--- src/rtl/y86_pkg.sv ---
// Shared Y86-64 definitions: instruction codes and the default address type.
package y86_pkg;

  localparam int Y86_ADDR_W = 64;

  localparam logic [3:0] IHALT = 4'h0;
  localparam logic [3:0] IJXX  = 4'h7;
  localparam logic [3:0] ICALL = 4'h8;
  localparam logic [3:0] IRET  = 4'h9;

  typedef logic [Y86_ADDR_W-1:0] addr_t;

endpackage

--- src/rtl/pc_ras_stack.sv ---
// Circular return-address stack: a full push overwrites the oldest entry,
// an empty pop leaves the state alone. Both cases raise sticky flags.
module pc_ras_stack
  import y86_pkg::*;
#(
  parameter int ADDR_W = 64,
  parameter int DEPTH  = 8
) (
  input  logic                     clk,
  input  logic                     rst,
  input  logic                     push_i,
  input  logic                     pop_i,
  input  logic [ADDR_W-1:0]        push_data_i,
  output logic [ADDR_W-1:0]        top_o,
  output logic                     empty_o,
  output logic [$clog2(DEPTH):0]   count_o,
  output logic                     ovf_o,
  output logic                     unf_o
);

  localparam int PTR_W = $clog2(DEPTH);
  localparam logic [PTR_W-1:0] PTR_ONE = PTR_W'(1);
  localparam logic [PTR_W:0]   CNT_ONE = (PTR_W + 1)'(1);
  localparam logic [PTR_W:0]   CNT_FULL = (PTR_W + 1)'(DEPTH);

  logic [ADDR_W-1:0] mem_q [DEPTH];
  logic [PTR_W-1:0]  ptr_q, ptr_d, top_ptr;
  logic [PTR_W:0]    cnt_q, cnt_d;
  logic              ovf_q, ovf_d, unf_q, unf_d;

  // ptr_q is the next free slot; the top sits one below it, modulo DEPTH.
  assign top_ptr = ptr_q - PTR_ONE;
  assign top_o   = mem_q[top_ptr];
  assign empty_o = (cnt_q == '0);
  assign count_o = cnt_q;
  assign ovf_o   = ovf_q;
  assign unf_o   = unf_q;

  always_comb begin
    ptr_d = ptr_q;
    cnt_d = cnt_q;
    ovf_d = ovf_q;
    unf_d = unf_q;
    if (push_i) begin
      ptr_d = ptr_q + PTR_ONE;
      if (cnt_q == CNT_FULL) ovf_d = 1'b1;
      else                   cnt_d = cnt_q + CNT_ONE;
    end else if (pop_i) begin
      if (cnt_q == '0) begin
        unf_d = 1'b1;
      end else begin
        ptr_d = ptr_q - PTR_ONE;
        cnt_d = cnt_q - CNT_ONE;
      end
    end
  end

  always_ff @(posedge clk or posedge rst) begin
    if (rst) begin
      ptr_q <= '0;
      cnt_q <= '0;
      ovf_q <= 1'b0;
      unf_q <= 1'b0;
    end else begin
      ptr_q <= ptr_d;
      cnt_q <= cnt_d;
      ovf_q <= ovf_d;
      unf_q <= unf_d;
    end
  end

  // Storage is deliberately not reset; entries are only read after a push.
  always_ff @(posedge clk) begin
    if (push_i) mem_q[ptr_q] <= push_data_i;
  end

endmodule

--- src/rtl/pc_predict_unit.sv ---
// Fetch-PC register and next-PC predictor (jXX taken, call/ret via RAS).
// Optional return-address stack enabled by defining PC_PREDICT_RAS_EN.
module pc_predict_unit
  import y86_pkg::*;
#(
  parameter int                RAS_DEPTH = 8,
  parameter int                ADDR_W    = 64,
  parameter logic [ADDR_W-1:0] RESET_PC  = '0
) (
  input  logic                         clk,
  input  logic                         rst,
  input  logic                         stall_f,
  input  logic [3:0]                   f_icode,
  input  logic [ADDR_W-1:0]            f_valC,
  input  logic [ADDR_W-1:0]            f_valP,
  input  logic                         m_mispredict,
  input  logic [ADDR_W-1:0]            m_valA,
  input  logic                         w_ret,
  input  logic [ADDR_W-1:0]            w_valM,
  output logic [ADDR_W-1:0]            pc_f,
  output logic [ADDR_W-1:0]            pred_pc,
  output logic [$clog2(RAS_DEPTH):0]   ras_count,
  output logic                         ras_ovf,
  output logic                         ras_unf
);

  logic [ADDR_W-1:0] pred_q, pred_d;
  logic [ADDR_W-1:0] ret_pred;

  always_comb begin
    if (m_mispredict) pc_f = m_valA;
    else if (w_ret)   pc_f = w_valM;
    else              pc_f = pred_q;
  end

`ifdef PC_PREDICT_RAS_EN
  logic              ras_push, ras_pop, ras_empty;
  logic [ADDR_W-1:0] ras_top;

  // The fetched instruction is always correct-path, so it updates the RAS
  // even while a late correction is steering pc_f.
  assign ras_push = !stall_f && (f_icode == ICALL);
  assign ras_pop  = !stall_f && (f_icode == IRET);

  pc_ras_stack #(
    .ADDR_W (ADDR_W),
    .DEPTH  (RAS_DEPTH)
  ) u_ras (
    .clk         (clk),
    .rst         (rst),
    .push_i      (ras_push),
    .pop_i       (ras_pop),
    .push_data_i (f_valP),
    .top_o       (ras_top),
    .empty_o     (ras_empty),
    .count_o     (ras_count),
    .ovf_o       (ras_ovf),
    .unf_o       (ras_unf)
  );

  assign ret_pred = ras_empty ? f_valP : ras_top;
`else
  // Without a RAS, ret falls through and the writeback correction fixes it.
  assign ret_pred  = f_valP;
  assign ras_count = '0;
  assign ras_ovf   = 1'b0;
  assign ras_unf   = 1'b0;
`endif

  always_comb begin
    case (f_icode)
      IJXX, ICALL: pred_d = f_valC;
      IRET:        pred_d = ret_pred;
      IHALT:       pred_d = f_valP;
      default:     pred_d = f_valP;
    endcase
  end

  always_ff @(posedge clk or posedge rst) begin
    if (rst)           pred_q <= RESET_PC;
    else if (!stall_f) pred_q <= pred_d;
  end

  assign pred_pc = pred_q;

endmodule

--- config.mk ---
export PLATFORM = sky130hd
export DESIGN_NAME = pc_predict_unit
export DESIGN_NICKNAME = d
export VERILOG_FILES = /design/src/rtl/y86_pkg.sv /design/src/rtl/pc_ras_stack.sv /design/src/rtl/pc_predict_unit.sv
export SDC_FILE = /design/constraint.sdc
export NUM_CORES = 1
export LEC_CHECK = 0
export BUFFER_PORTS_ARGS = -buffer_cell sky130_fd_sc_hd__buf_2
export CORE_AREA = 2 2 154 156
export CTS_CLUSTER_DIAMETER = 30
export DETAILED_ROUTE_END_ITERATION = 10
export DIE_AREA = 0 0 156 158
export GPL_TIMING_DRIVEN = 0
export SYNTH_ARGS = -nofsm -noshare
export SYNTH_HDL_FRONTEND = slang
export SYNTH_SLANG_ARGS = --single-unit
--- constraint.sdc ---
create_clock -name clk -period 4.6 [get_ports clk]
set_clock_uncertainty 0.1 [all_clocks]
set_input_delay 0.92 -clock clk [delete_from_list [all_inputs] [get_ports clk]]
set_output_delay 0.92 -clock clk [all_outputs]
set_load 0.02 [all_outputs]
### Word level (Yosys, flattened, before mapping)

Cells that the tools add are included.
W data, S select, Z words.

* add/subtract/negate cells: 0
* multipliers: 0
* div/mod/pow operators: 0
* $lt $le $gt $ge: 0
* equality and inequality tests: 2
* shifts and indexed selects: 0
* multiplexer cells: 3
* bitwise logic cells: 0
* reductions and logical operators: 1

Operator list (count)
* $mux W64: 3
* $eq A4 B3 Y1 const B: 1
* $eq A4 B4 Y1 const B: 1
* $reduce_or A2 Y1: 1

* bits in registers: 64
* latch bits: 0
* RAM bits: 0
* bits in read-only memories: 0
* output and inout port bits: 134
* logic and storage cells: 7
* memories: 0

### Logic depth before layout (Yosys ltp)

* depth in word-level cells: 3
* mapped depth: 5
* gate-level depth less buffers: 3

### Least setup slack after synthesis

OpenSTA, ideal clock, no wires.

* path type: input -> output
* start: in w_ret
* end: out pc_f[10]
* arrival time: 2126 ps
* path slack: 1454 ps
* stages on the path: 4
* buffers on the path: 2
* cell sequence: clkbuf_1 buf_2 mux2i_1 o21ai_0

* cells in the longest elaborated chain, start to end: 2

Ends and longest elaborated chain
* from (decl): line pc_predict_unit.sv:18 `input logic w_ret,`
* $mux W64: line pc_predict_unit.sv:32 `else if (w_ret) pc_f = w_valM;`
* $mux W64: line pc_predict_unit.sv:31 `if (m_mispredict) pc_f = m_valA;`
* to (decl): line pc_predict_unit.sv:20 `output logic [ADDR_W-1:0] pc_f,`

Every way passes these cells.

### Final worst setup path

* start: in m_mispredict
* end: out pc_f[43]

* cells in the longest elaborated chain, start to end: 1

Ends and longest elaborated chain
* from (decl): line pc_predict_unit.sv:16 `input logic m_mispredict,`
* $mux W64: line pc_predict_unit.sv:31

Every way passes these cells.

==> impl_metrics.ini <==
[status]
status = finished clean

[synthesis]
synth_area_per_cell_um2 = 8.169
yosysUniqueCellTypes = 17
syn_area_um2 = 4787
seq_area_frac_synth_pct = 33.46
post-synth-top-area-cell = dfrtp_1
post_synth_inst_count = 586
postSynthRegisterBits = 64
ys_top_cells_by_area = dfrtp_1 (33%), mux2i_1 (13%), nand4b_1 (12%)
netlist.area_leader.share_pct = 33.46
yosys_warnings = 0

[floorplan]
design.portCount = 399
initial_core_util_pct = 20.77
floorplan.die_area_um2 = 24650
die_h_um = 158
placement_rows = 56
floorplan.core_area_um2 = 23050
die_w_um = 156

[layout]
final_layout_size_suffix_gt1_share_pct = 42.66
nets = 1256
finalInstanceArea_um2 = 7383
largest_reg_flops = 64
synthToLayoutAreaGrowth_pct = 54.23
finish.cell_count_without_fillers = 1285

[setup_path]
worst-path-max-fanout = 10
critPathRequiredTime_ns = 3.58
crit_path_frequent_cell = clkbuf_1
worst_setup_path_end_kind = primary output
slowest_delay_ns = 0.64
worstPathArrival_ns = 3.06
timing_worst_setup_path_type = in -> out
worstPathCellList = clkbuf_1 -> clkbuf_1 -> clkbuf_1 -> nand2_1 -> o21ai_0 -> buf_2
cpMaxStageDelayCell = clkbuf_1
worstSetupStartpointType = primary input

[place]
placement.setup.worst_slack_ns = 0.5303
gp_congestion = 0.9006
io_buf_count = 389
place_hpwl_um = 18180
place_area_um2 = 7118
placed_cells = 1270

[routing]
via_count = 6177
route.detailed.vias_per_inst = 4.807
number_of_nets_with_antenna_violations_after_detailed_routing = 0
drtIter0Drc = 447
avgRoutedWirePerCell_um = 18.10
detail_route.first_pass.iterations = 5
drc = 0
finalWirelength_um = 23250

[cts]
clock_path_buffers = 2
post_cts.resized_instances = 0
clkSlewWorstSetupHoldPaths_ns = 0.05
clock_tree.htree_level_count = 3
cts_hold_fix_bufs = 0
cts_root_buf = clkbuf_16
cts_tree = yes
worst_skew_pair.late_latency_ns = 0.34
cts_inserted_buffers = 9
clkSinkCount = 64
cts_post_setup_buffers_inserted = 0

[timing]
layout_min_cycle_time_ns = 4.081
max_slew_margin_pct = 33.92
tightestPinTransition_ns = 0.9913
final_min_period_over_clock_period_pct = 88.71
timing.fmax_ghz = 0.2451
finalSetupViolCount = 0
final_max_slew_viol_count = 0
slack_of_the_critical_path_ns = 0.5192
rsz0062_at_grt = no
fin_setup_tns_ns = 0
finalHoldViolations = 0

[global_route]
track_usage_pct = 17.72
grt_antenna_before_repair = 1
grt_pass1_wl_um = 33210
grt.overflow.total = 0
grt_pass1_vias = 5666
grt_start_max_net_pins = 65

[power_and_ir_drop]
power.density_cell_area_nw_per_um2 = 275.3
leakagePower_nw = 3.960
worst_ir_drop_on_vdd_uv = 142.9
total_power_after_layout_w = 0.002033

[job]
cap_violations = 0

[hold_path]
hold_path.class = reg -> reg
worst max-delay path: cells and delay by family:
| kind | cells | cell delay (ns) |
|---|---|---|
| AND/OR/NAND/NOR | 1 | 0.11 |
| AO/OA/AOI/OAI | 1 | 0.12 |
| buffers and inverters | 4 | 1.90 |
power by group:
| group | total (W) | internal [W] | switching (W) |
|---|---|---|---|
| Clock | 0.000636 | 0.000373 | 0.000264 |
| Sequential | 0.000692 | 0.000627 | 0.0000651 |
| Combinational | 0.000704 | 0.000283 | 0.000421 |
cell usage in the layout, fill, tap and decap left out, types with 2 or more instances in the layout:
cell / instances
mux2i_1: 64
clkbuf_16: 9
clkbuf_1: 44
buf_6: 7
nand4b_1: 65
buf_1: 6
clkinvlp_4: 2
buf_2: 396
o311ai_0: 4
inv_1: 64
buf_4: 6
conb_1: 6
nand2_1: 128
o21ai_0: 64
dfrtp_1: 64
o311ai_1: 59
final cells by class:
| class | count | area [um2] |
|---|---|---|
| antenna | 1 | 2.502 |
| buffer | 69 | 342.8 |
| clock buffer | 11 | 242.7 |
| clock inverter | 3 | 20.02 |
| fill | 2503 | 15670 |
| inverter | 65 | 246.5 |
| multi-input combinational | 393 | 2618 |
| sequential | 64 | 1602 |
| tap | 290 | 362.8 |
| timing repair buffer | 389 | 1947 |
metal layers:
metal,vias up,track usage (%),wire length [um]
li1,2901,-,-
met1,2958,23.57,9766
met2,297,29.27,11490
met3,21,3.340,1598
met4,0,5.242,398
met5,-,0,0
per-stage QoR:
step	util, %	hold WS, ns
6_report	32.03	0.4294
4_1_cts	32.02	0.4332
5_1_grt	32.03	0.4620
3_3_place_gp	30.87	0.4133
3_5_place_dp	30.88	0.4210
2_1_floorplan	-	0.5175
Yosys cell counts, drive strengths merged:
| library cell | instances |
|---|---|
| o21ai | 64 |
| buf | 26 |
| or4b | 1 |
| nand4b | 65 |
| nand2 | 128 |
| dfrtp | 64 |
| mux2i | 64 |
| inv | 65 |
| and2 | 1 |
| conb | 1 |
| clkbuf | 43 |
| o311ai | 64 |
path summary, 6_finish.rpt:
| kind | start | to | slack, ns | depth (start not counted) |
|---|---|---|---|---|
| max in group asynchronous | rst | pred_pc[34]$_DFFE_PP0N_ | 3.11 | 2 |
| max reg2reg | pred_pc[21]$_DFFE_PP0N_ | pred_pc[21]$_DFFE_PP0N_ | 3.70 | 2 |
| min in group asynchronous | rst | pred_pc[25]$_DFFE_PP0N_ | 0.64 | 2 |
| min | pred_pc[42]$_DFFE_PP0N_ | pred_pc[42]$_DFFE_PP0N_ | 0.43 | 2 |
| max | m_mispredict | pc_f[43] | 0.52 | 6 |
| min reg2reg | pred_pc[42]$_DFFE_PP0N_ | pred_pc[42]$_DFFE_PP0N_ | 0.43 | 2 |
cell families after synthesis:
logic type / count (synthesis) / synth area share (%)
other cells: 1 / 0.07834
buf+inv: 134 / 12.26
simple gates: 195 / 22.27
flops: 64 / 33.46
mux: 64 / 13.38
compound gates: 128 / 18.56
(Power assumes the default switching activity.)
